File: config.mk
export PLATFORM = sky130hd
export DESIGN_NAME = dct_coef_sched
export DESIGN_NICKNAME = d
export VERILOG_FILES = /design/src/rtl/dct_sched_pkg.sv /design/src/rtl/dct_sched_dly.sv /design/src/rtl/dct_coef_sched.sv
export SDC_FILE = /design/constraint.sdc
export NUM_CORES = 1
export LEC_CHECK = 0
export CAP_MARGIN = 10
export CORE_MARGIN = 5
export CORE_UTILIZATION = 45
export CTS_CLUSTER_SIZE = 28
export DETAILED_ROUTE_END_ITERATION = 10
export MAX_ROUTING_LAYER = met4
export PLACE_DENSITY = 0.72
export SYNTH_ARGS = -nofsm -noshare
export SYNTH_HDL_FRONTEND = slang
export SYNTH_SLANG_ARGS = --single-unit
File: constraint.sdc
create_clock -name clk -period 2.5 [get_ports clk]
set_input_delay 0.375 -clock clk [delete_from_list [all_inputs] [get_ports clk]]
set_output_delay 0.375 -clock clk [all_outputs]
set_load 0.02 [all_outputs]
File: src/rtl/dct_sched_pkg.sv
// Shared types and constants for the 8-point DCT coefficient scheduler.
// DCT_SCHED_BLOCK_EN widens the fetch counter so one start covers an 8-row block.
package dct_sched_pkg;

    typedef enum logic [1:0] {
        ST_IDLE  = 2'd0,
        ST_FETCH = 2'd1,
        ST_DRAIN = 2'd2
    } state_t;

    localparam int N_PTS   = 8;
    localparam int ROM_LAT = 1;
    localparam int N_W     = $clog2(N_PTS);
    localparam int K_W     = $clog2(N_PTS);
    localparam int ROW_W   = $clog2(N_PTS);
    localparam int ADDR_W  = N_W + 1;

`ifdef DCT_SCHED_BLOCK_EN
    localparam int CNT_W = ROW_W + K_W + N_W;
`else
    localparam int CNT_W = K_W + N_W;
`endif

    // Pipeline payload: {last, k, n, clr, en}
    localparam int PIPE_W = 1 + K_W + N_W + 1 + 1;

    function automatic logic is_first_n(input logic [N_W-1:0] n);
        return n == {N_W{1'b0}};
    endfunction

    function automatic logic is_last_n(input logic [N_W-1:0] n);
        return n == {N_W{1'b1}};
    endfunction

endpackage

File: src/rtl/dct_sched_dly.sv
// ROM_LAT-deep register chain that lines MAC controls up with coefficient ROM data.
module dct_sched_dly
    import dct_sched_pkg::*;
#(
    parameter int W     = PIPE_W,
    parameter int DEPTH = ROM_LAT
) (
    input  logic         clk,
    input  logic         rst_n,
    input  logic [W-1:0] d,
    output logic [W-1:0] q
);

    logic [W-1:0] pipe_r [DEPTH];

    // Shift chain; reset clears all stages so no stale enable survives an abort.
    always_ff @(posedge clk or negedge rst_n) begin
        if (!rst_n) begin
            for (int i = 0; i < DEPTH; i++) begin
                pipe_r[i] <= {W{1'b0}};
            end
        end else begin
            pipe_r[0] <= d;
            for (int i = 1; i < DEPTH; i++) begin
                pipe_r[i] <= pipe_r[i-1];
            end
        end
    end

    assign q = pipe_r[DEPTH-1];

endmodule

File: src/rtl/dct_coef_sched.sv
// Address/MAC scheduler for an 8-point DCT: walks k=0..7, n=0..7 through the coefficient ROM.
// Optional DCT_SCHED_BLOCK_EN processes 8 rows per start and exposes row_idx.
module dct_coef_sched
    import dct_sched_pkg::*;
(
    input  logic              clk,
    input  logic              rst_n,
    input  logic              start,
    output logic              busy,
    output logic [K_W-1:0]    rom_sel,
    output logic [ADDR_W-1:0] rom_addr,
    output logic              mac_en,
    output logic              mac_clr,
    output logic [N_W-1:0]    mac_n,
    output logic              out_valid,
    output logic [K_W-1:0]    out_idx,
    output logic              done
`ifdef DCT_SCHED_BLOCK_EN
    ,
    output logic [ROW_W-1:0]  row_idx
`endif
);

    localparam logic [CNT_W-1:0] CNT_LAST = {CNT_W{1'b1}};
    localparam logic [CNT_W-1:0] CNT_ONE  = {{(CNT_W-1){1'b0}}, 1'b1};

    state_t            state_r;
    state_t            state_nx_s;
    logic [CNT_W-1:0]  cnt_r;
    logic              accept_s;
    logic              fetch_s;
    logic              last_s;
    logic [PIPE_W-1:0] pipe_in_s;
    logic [PIPE_W-1:0] pipe_out_s;
    logic              mac_last_s;
    logic [K_W-1:0]    mac_k_s;
    logic              row_end_s;
    logic              busy_r;
    logic              out_valid_r;
    logic              done_r;
    logic [K_W-1:0]    out_idx_r;

    assign accept_s = (state_r == ST_IDLE) && start;
    assign fetch_s  = (state_r == ST_FETCH);
    assign last_s   = fetch_s && (cnt_r == CNT_LAST);

    // Next-state decode; DRAIN waits for the final result to leave the MAC.
    always_comb begin
        state_nx_s = state_r;
        case (state_r)
            ST_IDLE: begin
                if (start) begin
                    state_nx_s = ST_FETCH;
                end else begin
                    state_nx_s = ST_IDLE;
                end
            end
            ST_FETCH: begin
                if (cnt_r == CNT_LAST) begin
                    state_nx_s = ST_DRAIN;
                end else begin
                    state_nx_s = ST_FETCH;
                end
            end
            ST_DRAIN: begin
                if (done_r) begin
                    state_nx_s = ST_IDLE;
                end else begin
                    state_nx_s = ST_DRAIN;
                end
            end
            default: state_nx_s = ST_IDLE;
        endcase
    end

    // State register.
    always_ff @(posedge clk or negedge rst_n) begin
        if (!rst_n) begin
            state_r <= ST_IDLE;
        end else begin
            state_r <= state_nx_s;
        end
    end

    // Fetch counter doubles as the ROM address register; it parks on its last value when idle.
    always_ff @(posedge clk or negedge rst_n) begin
        if (!rst_n) begin
            cnt_r <= {CNT_W{1'b0}};
        end else if (accept_s) begin
            cnt_r <= {CNT_W{1'b0}};
        end else if (fetch_s && !last_s) begin
            cnt_r <= cnt_r + CNT_ONE;
        end else begin
            cnt_r <= cnt_r;
        end
    end

    assign pipe_in_s = {last_s,
                        cnt_r[K_W+N_W-1:N_W],
                        cnt_r[N_W-1:0],
                        fetch_s && is_first_n(cnt_r[N_W-1:0]),
                        fetch_s};

    dct_sched_dly #(
        .W     (PIPE_W),
        .DEPTH (ROM_LAT)
    ) u_dly (
        .clk   (clk),
        .rst_n (rst_n),
        .d     (pipe_in_s),
        .q     (pipe_out_s)
    );

    assign {mac_last_s, mac_k_s, mac_n, mac_clr, mac_en} = pipe_out_s;
    assign row_end_s = mac_en && is_last_n(mac_n);

    // Result strobes trail the last accumulate of each k by one cycle.
    always_ff @(posedge clk or negedge rst_n) begin
        if (!rst_n) begin
            busy_r      <= 1'b0;
            out_valid_r <= 1'b0;
            done_r      <= 1'b0;
            out_idx_r   <= {K_W{1'b0}};
        end else begin
            busy_r      <= (state_nx_s != ST_IDLE);
            out_valid_r <= row_end_s;
            done_r      <= mac_en && mac_last_s;
            if (row_end_s) begin
                out_idx_r <= mac_k_s;
            end else begin
                out_idx_r <= out_idx_r;
            end
        end
    end

    assign busy      = busy_r;
    assign out_valid = out_valid_r;
    assign done      = done_r;
    assign out_idx   = out_idx_r;
    assign rom_sel   = cnt_r[K_W+N_W-1:N_W];
    assign rom_addr  = {1'b0, cnt_r[N_W-1:0]};
`ifdef DCT_SCHED_BLOCK_EN
    assign row_idx   = cnt_r[CNT_W-1:K_W+N_W];
`endif

endmodule

* Yosys cells after proc, flatten, opt, wreduce, memory -nomap -nowiden
Index checks and enable logic that the tools add are counted.
** Operators by class
- Add/subtract/negate cells :: 1
- Equality and inequality tests :: 4
- Multiplexer cells :: 6
- Reductions and logical operators :: 11
** Operators by type and width (number)
- 6-bit 2-to-1 mux :: 2
- 6-bit by 1-bit adder with 6-bit output, second input constant :: 1
- 6-bit == test, second input constant :: 1
- 1-bit logical AND :: 6
- 2-bit case mux with 3 select lines :: 1
- 2-bit 2-to-1 mux :: 2
- 2-bit nonzero test :: 2
- 3-bit == test, second input constant :: 1
- 3-bit logical NOT :: 1
- 2-bit by 1-bit == test with 1-bit output, second input constant :: 1
- 2-bit == test, second input constant :: 1
- 2-bit logical NOT :: 1
- 1-bit logical NOT :: 1
- 1-bit 2-to-1 mux :: 1
** Storage, ports and cells
- Bits in registers :: 23
- Bits of input ports :: 3

* Depth between registers and ports, before layout
Gate-level depths: netlist of run 1.
- Word-level depth :: 6
- Mapped depth :: 6
- Mapped depth without buffers :: 5

* Modules after synthesis
From an unflattened synthesis of run 1, not the netlist that was laid out.
** Unflattened totals
- Cell total of the unflattened synthesis :: 83
- Area total of the unflattened synthesis :: 973.4 um2
** By module, submodules not included
- dct_coef_sched :: times used 1, cells each 74, area an instance 748.2 um2, seq. area each 350.3 um2
- dct_sched_dly :: times used 1, cells each 9, area an instance 225.2 um2, seq. area each 225.2 um2

* Worst setup path after synthesis of run 1
No wires, ideal clock.
- Path type :: flip-flop to flip-flop
- From :: register cnt_r[1]
- To :: register cnt_r[1]
- Data arrival time :: 1.175 ns
- Data required time :: 2.366 ns
- Slack :: 1.191 ns
- Cell stages (with the launch flop) :: 7
- Buffers on the path :: 1
- Period minus slack after synthesis :: 1.309 ns
- Path through :: dfrtp_1 ha_1 nand2_1 or2_0 buf_2 nand4b_1 o211ai_1
** On the way
- Longest elaborated chain between the ends :: 5
** Ends and longest elaborated chain
- start, declared :: line dct_coef_sched.sv:29 : logic [CNT_W-1:0] cnt_r;
- start signal, assigned :: line dct_coef_sched.sv:88 : cnt_r <= {CNT_W{1'b0}};
- start signal, assigned :: line dct_coef_sched.sv:90 : cnt_r <= {CNT_W{1'b0}};
- start signal, assigned :: line dct_coef_sched.sv:92 : cnt_r <= cnt_r + CNT_ONE;
- branches (longest 5 deep; another with 6-bit by 1-bit adder with 6-bit output)
Several ways; the timed one is not identified. The select of a mux whose other input is x is not followed.
A chain may end at the register's enable or synchronous reset.

* Worst setup path in the final report of run 1
- From :: register cnt_r[2]
- To :: output rom_addr[2]
** RTL lines
- end, declared :: line dct_coef_sched.sv:11 : output logic [ADDR_W-1:0] rom_addr,
No word-level cell between the ends.

==> results.ini, run 1 <==
[timing]
max_freq_mhz = 548.0
totalNegativeSetupSlack_ns = 0
finClkSkew_ns = 0.002078
hold_viol = 0
setup_viol_count_final = 0
rsz0062_at_grt = false
timing.final.crit_share_pct = 72.99
post-route-min-period_ns = 1.825
slew_violations = 0

[yosys]
synth_top_cell_area_share_pct = 59.05
synth_cells = 87
ys_types = 30
number_of_warning_messages_in_the_yosys_log = 0
synth-seq-area-share_pct = 59.05
synth_area_leader_cell = dfrtp_1
ys_seq_elements = 23
syn-cell-area_sq_um = 974.7
async_reset_ff_share_pct = 100.0
synth_enable_flop_cells = 0
postSynthAreaPerCell_sq_um = 11.20
synthesis.nets = 92
synth_ff_type = dfrtp_1
synth_top_cells_by_area = dfrtp_1 (59%), buf_4 (7.7%), nand2_1 (5.0%), nor2_1 (2.7%), ha_1 (2.6%)

[critical_path]
regToRegEndpoint = cnt_r[1]
worst-path-buf-inv = 1
startpoint_type = flop
cp_slowest_stage_delay_ns = 0.65
timing.setup.critical_path_class = reg -> out
reg2reg_from = cnt_r[1]
flop_to_flop_setup_slack_ns = 0.99
arrival_ns = 1.45
critical_path.startpoint = cnt_r[2]
critPathCaptureType = output pin
timing.critical_path.max_delay_family = buffers and inverters
reg2regPathDepth = 5
critical_path_cell_count = 1
slowest_stage = clkdlybuf4s50_1
crit_fanout = 9
critical_path.cell_chain = clkdlybuf4s50_1
critical_path_required_ns = 2.12

[place]
placed_cells_incl_taps = 123
place_congestion = 0.7411
port_buffers = 19
hpwl_after_dpl_um = 1196

[die]
die_w_um = 56.54
placement_rows = 16
die-area_sq_um = 3197
io_pins = 21
initial_utilization_pct = 48.21
coreArea_sq_um = 2022
die-height_um = 56.54

[clock_tree]
post_cts_buffers = 0
clkSlewWorstSetupHoldPaths_ns = 0.11
clock_sink_total = 23
cts_tree = done
cts_made_buffers = 3
htree_levels = 1
root_buffer_cell = clkbuf_4
clockBufferDepth = 2
cts_hold_repair.buffers = 0
worst_skew_pair.late_latency_ns = 0.30
cts_resized = 0

[min_path]
hold_path.class = in -> async

[power]
power_density_nw_per_um2 = 1231
power.ir.vdd_worst_v = 0.0006840
post-layout-total-power_uw = 1420
static-leakage-power_uw = 0.0005147

[global_route]
grt_pass1_vias = 613
grt_max_degree = 24
initial_antenna_violation_count = 0
globalRouteTotalUtil_pct = 11.76
grt-ovfl-total = 0
wire_length_of_the_first_global_routing_pass_um = 2732

[detailed_routing]
detailedRoute.firstPassIterationCount = 4
routed_wirelength_um = 1578
drt_drc_violations_left = 0
drtIter0Drc = 11
avgViaCountPerCell = 5.016
drtAntennaViolNets = 0
per_cell_routed_wire_length_um = 12.43
routed-via-count = 637

[cells_and_area]
mostFrequentLayoutCell = dfrtp_1
final_layout_size_suffix_gt1_share_pct = 11.00
nNetsFinal = 106
area_delta_synth_final_pct = 18.36
multi_input_combinational_cell_area_sq_um = 304.0
fillers = 174
antenna-diode-count = 0
finish.cell_count_without_fillers = 127
mostFrequentLayoutCells = dfrtp_1 (23), clkdlybuf4s50_1 (19), nand2_1 (13), nor2_1 (7), o21ai_0 (4)
layout.area.seq_sq_um = 575.6

[status]
run_status = finished, final reports clean

[flow_run]
maxCapViolations = 0

==> how the worst max path moves through the flow <==
stage                     slack, ns     endpoint
after global routing           0.59  rom_addr[2]
after floorplan                1.19     cnt_r[1]
after global placement         0.92     cnt_r[2]
after CTS                      0.65  rom_addr[2]
final                          0.68  rom_addr[2]
after detailed placement       0.88     cnt_r[2]
==> per-layer routing <==
metal	up-vias	GRT usage, %	part of all wire [%]
met1	309	11.50	42
met3	4	5.046	6.3
li1	306	-	-
met5	-	-	0
met2	18	19.47	49
met4	0	6.441	2.3
==> flip-flops by register name (all words and copies together), names as in the netlist <==
register and cells:
done 1, cnt_r 6, out_valid 1, u_dly.q 9, state_r 2, busy 1, out_idx 3
==> power by group <==
group / total (uW) / switching (uW) / internal, uW / leakage [uW]
registers: 627 / 119 / 509 / 0.000282
logic: 628 / 319 / 309 / 0.000215
clock network: 164 / 105 / 59.8 / 0.0000177
==> Yosys cell counts (2+ instances only) <==
cell type	instances
dfrtp_1	23
nand2_1	13
buf_4	10
nor2_1	7
o21ai_0	4
inv_1	3
a31oi_1	2
ha_1	2
nand4b_1	2
==> cell families after synthesis <==
kind of cell,synth area share [%]
and+or+nand+nor,19.52
DFF,59.05
buffers and inverters,9.755
AOI/OAI and AO/OA,7.831
adders and majority gates,2.567
xor gates and xnor gates,0.8988
other,0.3847
==> through the flow <==
| step | worst slack, ns | utilization, % | hold WS (ns) | cell area (sq um) |
|---|---|---|---|---|
| 2_1_floorplan | 1.191 | - | 0.07941 | 974.7 |
| 3_5_place_dp | 0.8841 | 55.69 | 0.4275 | 1126 |
| 5_1_grt | 0.5919 | 57.05 | 0.4057 | 1154 |
| 4_1_cts | 0.6504 | 57.05 | 0.3994 | 1154 |
| 6_report | 0.6753 | 57.05 | 0.4040 | 1154 |
| 3_3_place_gp | 0.9170 | 55.69 | 0.4210 | 1126 |
==> cell type report <==
type	count	area share [%]
clock inverters	1	0.4338
repair buffers	20	17.14
multi-input cells	49	26.36
well taps	27	2.928
flip-flops and latches	23	49.89
clock buffers	3	1.952
inverters	4	1.302
Note: power is estimated with default switching activity, not from simulation.
==> inputs of run 2 (changes only) <==
==> constraint.sdc (replaced) <==
create_clock -name clk -period 1.9 [get_ports clk]
set_input_delay 0.285 -clock clk [delete_from_list [all_inputs] [get_ports clk]]
set_output_delay 0.285 -clock clk [all_outputs]
set_load 0.02 [all_outputs]
==> run 2 against run 1 <==
  * Register-to-register slack lost 0.60 ns
  * Final area shrank 0.11%
  * First-iteration DRC count grew 27%
  * Count of clock-buffer cells in the layout grew 1
  * Sequential power grew 32%
  * Largest power group is now sequential cells
  * Global-route usage shrank 0.67 points
  * Routed wire length grew 0.51%
  * Clock power grew 32%
  * Die area is the same
  * Critical path depth is the same
  * Utilization shrank 0.062 points
  * Via count grew 1.7%
==> results.ini, run 2 (synthesis results as in run 1) <==
[clock_tree]
cts_made_buffers = 3  ; unchanged
post_cts_buffers = 0  ; unchanged
htree_levels = 1  ; unchanged
clkSlewWorstSetupHoldPaths_ns = 0.12  ; about the same
cts_hold_repair.buffers = 0  ; unchanged
clockBufferDepth = 2  ; unchanged
clock_sink_total = 23  ; unchanged
worst_skew_pair.late_latency_ns = 0.30  ; about the same
root_buffer_cell = clkbuf_4
cts_resized = 0  ; unchanged
cts_tree = done

[global_route]
grt_use_met3_pct = 2.064  ; -3.0 points
initial_antenna_violation_count = 0  ; unchanged
grt_max_degree = 24  ; unchanged
met2_usage_pct = 16.67  ; -2.8 points
global_route.peak_usage_layer = met2
grt-ovfl-total = 0  ; unchanged
globalRouteTotalUtil_pct = 11.09  ; -0.67 points
grtUsageMet1_pct = 13.15  ; +1.7 points
wire_length_of_the_first_global_routing_pass_um = 2587  ; -5.3%
grt_pass1_vias = 570  ; -7.0%

[timing]
finClkSkew_ns = 0.001849  ; -0.0002294 ns
post-route-min-period_ns = 1.749
max_freq_mhz = 571.9
hold_viol = 0  ; unchanged
timing.final.crit_share_pct = 92.03
slew_violations = 0  ; unchanged
totalNegativeSetupSlack_ns = 0  ; unchanged
rsz0062_at_grt = false
whs_ns = 0.3145  ; -0.08952 ns
setup_viol_count_final = 0  ; unchanged

[power]
power.switching_uw = 713.9  ; +32%
static-leakage-power_uw = 0.0005119  ; -0.53%
p_sw_share_pct = 38.17  ; about the same
power.ir.vdd_worst_v = 0.0006839  ; about the same
clock_power_share_pct = 11.6  ; about the same
combinationalPowerShare_pct = 44.1  ; about the same
cell_internal_pwr_uw = 1157  ; +32%
post-layout-total-power_uw = 1871  ; +32%
share_of_power_burned_in_registers_pct = 44.4  ; +0.2 points
power_density_nw_per_um2 = 1623  ; +32%

[detailed_routing]
routed_wirelength_um = 1586  ; +0.51%
detailedRoute.firstPassIterationCount = 4  ; unchanged
per_cell_routed_wire_length_um = 12.49  ; +0.51%
routed-via-count = 648  ; +1.7%
drtAntennaViolNets = 0  ; unchanged
drt_drc_violations_left = 0  ; unchanged
avgViaCountPerCell = 5.102  ; +1.7%
drtIter0Drc = 14  ; +3

[critical_path]
timing.setup.critical_path_class = reg -> out
critical_path_cell_count = 1  ; unchanged
arrival_ns = 1.46  ; about the same
startpoint_type = flop
worst-path-buf-inv = 1  ; unchanged
cp_slowest_stage_delay_ns = 0.66  ; about the same
reg2regPathDepth = 5  ; unchanged
critical_path_required_ns = 1.62  ; -0.50 ns
critical_path.cell_chain = clkdlybuf4s50_1
slowest_stage = clkdlybuf4s50_1
timing.critical_path.max_delay_family = buffers and inverters
critPathCaptureType = output pin
reg2reg_from = cnt_r[1]
crit_fanout = 9  ; unchanged
critical_path.startpoint = cnt_r[2]

[die]
io_pins = 21  ; unchanged
die_w_um = 56.54  ; unchanged
initial_utilization_pct = 48.21  ; unchanged
die-area_sq_um = 3197  ; unchanged
coreArea_sq_um = 2022  ; unchanged
placement_rows = 16  ; unchanged
die-height_um = 56.54  ; unchanged

[cells_and_area]
layout.cell_area.non_filler_sq_um = 1152  ; -0.11%
antenna-diode-count = 0  ; unchanged
finish.cell_count_without_fillers = 127  ; unchanged
mostFrequentLayoutCell = dfrtp_1
final_layout_size_suffix_gt1_share_pct = 10.00  ; -1.0 points
max_ffs_per_register = 9  ; unchanged
mostFrequentLayoutCells = dfrtp_1 (23), clkdlybuf4s50_1 (19), nand2_1 (13), nor2_1 (7), o21ai_0 (4)
area_delta_synth_final_pct = 18.23
nNetsFinal = 106  ; unchanged

[flow_run]
maxCapViolations = 0  ; unchanged

[place]
port_buffers = 19  ; unchanged
hpwl_after_dpl_um = 1190  ; -0.49%
postPlaceCellArea_sq_um = 1126  ; unchanged
placed_cells_incl_taps = 123  ; unchanged
place_congestion = 0.7313  ; -1.3%

[min_path]
hold_path.class = in -> async

[status]
run_status = finished, final reports clean

## run 2: cell types whose count changed in the layout (fill, tap and decap cells not counted), sizes merged
cell    change
clkinv      -1
clkbuf      +1
## run 2: power groups by stage
stage               clock network (uW)  logic (uW)  registers [uW]
global route                       247         888             863
CTS                                219         836             833
floorplan                            0         537             872
detailed placement                   0         829             845
finish                             216         824             830
global placement                     0         820             834
## run 2: worst paths after layout
kind	to	slack (ns)
min in group clk	out_idx[2]	0.45
max	rom_addr[2]	0.15
max reg2reg	cnt_r[1]	0.39
min reg2reg	out_idx[2]	0.45
min	cnt_r[0]	0.31
max in group asynchronous	out_idx[1]	1.37
## run 2: metrics by stage
step	setup slack (ns)	util [%]
after floorplan	0.5913	-
after global placement	0.4050	55.69
after detailed placement	0.3966	55.69
after CTS	0.1456	56.99
after global routing	0.08068	56.99
final	0.1515	56.99
## run 2: metal layers
layer / routed length (um) / up-vias
met5: 0 / -
met4: 60 / 0
met3: 119 / 7
met2: 761 / 26
met1: 645 / 307
li1: - / 308
## run 2: area by class of cell
class,instances,area [sq um]
Tap cell,27,33.78
Inverter,4,15.01
Clock buffer,4,26.28
Sequential cell,23,575.6
Multi-Input combinational cell,49,304.0
Timing Repair Buffer,20,197.7
Fill cell,172,869.6
## run 2: worst register-to-register path, cell delays in order, from the launching register on
cell and delay (ns):
dfrtp_1 0.49, ha_1 0.23, nand2_1 0.07, or2_0 0.35, nand4b_1 0.16, o211ai_1 0.09
==> inputs of run 3 (changes only) <==
--- a/config.mk
+++ b/config.mk
@@ -6,12 +6,13 @@
 export NUM_CORES = 1
 export LEC_CHECK = 0
 export CAP_MARGIN = 10
-export CORE_MARGIN = 5
-export CORE_UTILIZATION = 45
+export CORE_ASPECT_RATIO = 1.5
+export CORE_MARGIN = 1
+export CORE_UTILIZATION = 40
 export CTS_CLUSTER_SIZE = 28
 export DETAILED_ROUTE_END_ITERATION = 10
 export MAX_ROUTING_LAYER = met4
-export PLACE_DENSITY = 0.72
+export PLACE_DENSITY = 0.65
 export SYNTH_ARGS = -nofsm -noshare
 export SYNTH_HDL_FRONTEND = slang
 export SYNTH_SLANG_ARGS = --single-unit
==> run 3 against run 2 <==
  * Via count is 2.5% higher
  * Utilization is 6.2 points lower
  * Largest cell class unchanged
  * Highest routed layer unchanged
  * Total power is 0.60% higher
  * Sequential power hardly changed
  * Critical path depth stayed put
  * Global-route usage is 3.8 points higher
  * Largest power group is now combinational logic
==> results.ini, run 3 (synthesis results as in run 1) <==
[clock_tree]
worst_skew_pair.late_latency_ns = 0.30  ; about the same
root_buffer_cell = clkbuf_4
post_cts_buffers = 0  ; unchanged
cts_tree = done
clock_sink_total = 23  ; unchanged
htree_levels = 1  ; unchanged
cts_made_buffers = 3  ; unchanged
cts_resized = 0  ; unchanged
cts_hold_repair.buffers = 0  ; unchanged
clkSlewWorstSetupHoldPaths_ns = 0.12  ; about the same
clockBufferDepth = 2  ; unchanged

[detailed_routing]
routed_wirelength_um = 1668  ; +5.2%
per_cell_routed_wire_length_um = 13.56  ; +8.6%
drtAntennaViolNets = 0  ; unchanged
routed-via-count = 664  ; +2.5%
avgViaCountPerCell = 5.398  ; +5.8%
drtIter0Drc = 21  ; +7
detailedRoute.firstPassIterationCount = 6  ; +2
drt_drc_violations_left = 0  ; unchanged

[cells_and_area]
max_ffs_per_register = 9  ; unchanged
nNetsFinal = 106  ; unchanged
area_delta_synth_final_pct = 17.71
finish.cell_count_without_fillers = 123  ; -3.1%
mostFrequentLayoutCells = dfrtp_1 (23), clkdlybuf4s50_1 (19), nand2_1 (13), nor2_1 (7), o21ai_0 (4)
mostFrequentLayoutCell = dfrtp_1
antenna-diode-count = 0  ; unchanged
final_layout_size_suffix_gt1_share_pct = 10.00  ; unchanged
layout.cell_area.non_filler_sq_um = 1147  ; -0.43%

[die]
coreArea_sq_um = 2260  ; +12%
placement_rows = 21  ; +5
io_pins = 21  ; unchanged
die-area_sq_um = 2642  ; -17%
initial_utilization_pct = 43.13  ; -5.1 points
die-height_um = 62.46  ; +10%
die_w_um = 42.31  ; -25%

[timing]
hold_viol = 0  ; unchanged
max_freq_mhz = 564.1  ; -1.4%
setup_viol_count_final = 0  ; unchanged
rsz0062_at_grt = false
finClkSkew_ns = 0.001930  ; +0.00008096 ns
slew_violations = 0  ; unchanged
post-route-min-period_ns = 1.773  ; +0.02421 ns
timing.final.crit_share_pct = 93.30  ; +1.3 points
totalNegativeSetupSlack_ns = 0  ; unchanged

[global_route]
globalRouteTotalUtil_pct = 14.86  ; +3.8 points
initial_antenna_violation_count = 0  ; unchanged
grt_pass1_vias = 647  ; +14%
wire_length_of_the_first_global_routing_pass_um = 2932  ; +13%
grt-ovfl-total = 0  ; unchanged
grt_max_degree = 24  ; unchanged

[critical_path]
timing.setup.critical_path_class = reg -> out
startpoint_type = flop
critPathCaptureType = output pin
critical_path.cell_chain = clkdlybuf4s50_1
timing.critical_path.max_delay_family = buffers and inverters
worst-path-buf-inv = 1  ; unchanged
arrival_ns = 1.49  ; +0.03 ns
crit_fanout = 9  ; unchanged
cp_slowest_stage_delay_ns = 0.66  ; about the same
critical_path.startpoint = cnt_r[2]
reg2reg_from = cnt_r[1]
critical_path_required_ns = 1.62  ; about the same
slowest_stage = clkdlybuf4s50_1

[place]
place_congestion = 0.8383  ; +15%
postPlaceCellArea_sq_um = 1121  ; -0.44%
placed_cells_incl_taps = 119  ; -3.3%
port_buffers = 19  ; unchanged
hpwl_after_dpl_um = 1231  ; +3.5%

[power]
power_density_nw_per_um2 = 1640  ; +1.0%
static-leakage-power_uw = 0.0005119  ; unchanged
power.ir.vdd_worst_v = 0.0005842  ; -15%

[status]
run_status = finished, final reports clean

[min_path]
hold_path.class = in -> async

[flow_run]
maxCapViolations = 0  ; unchanged

==> run 3: cell counts in the layout (fill, tap and decap cells not counted) <==
Identical to the previous run, type by type.
==> run 3: path summary, 6_finish.rpt <==
kind / end / slack [ns] / cells past startpoint
worst max-delay path: rom_addr[2] / 0.13 / 1
worst min-delay path: done / 0.31 / 2
worst max register to register: cnt_r[1] / 0.32 / 5
worst min register to register: u_dly.q[6] / 0.45 / 0
max in group asynchronous: cnt_r[1] / 1.37 / 2
min in group clk: u_dly.q[6] / 0.45 / 0
==> run 3: metal layers <==
metal	global-route usage, %	up-vias	part of all wire (%)
met5	-	-	0
met4	9.375	0	4.2
met3	2.312	9	5.8
met2	23.08	28	52
met1	17.69	321	38
li1	-	306	-
==> run 3: where the power goes <==
part,leakage (uW),internal [uW],switching (uW)
registers,0.000282,669,159
clock network,0.0000150,82.0,137
logic,0.000215,407,428
==> run 3: area by class of cell <==
class	instances	area, sq um
Tap cell	23	28.78
Sequential cell	23	575.6
Multi-Input combinational cell	49	304.0
Fill cell	201	1112
Inverter	4	15.01
Timing Repair Buffer	20	197.7
Clock buffer	4	26.28
==> run 3: metrics by stage <==
stage	total power [uW]	utilization [%]	hold WS, ns	setup slack (ns)
2_1_floorplan	1408	-	-0.01059	0.5913
3_3_place_gp	1651	49.61	0.4183	0.3955
3_5_place_dp	1681	49.61	0.4286	0.3554
4_1_cts	1897	50.78	0.3281	0.1156
5_1_grt	2018	50.78	0.3261	0.04145
6_report	1882	50.78	0.3149	0.1273
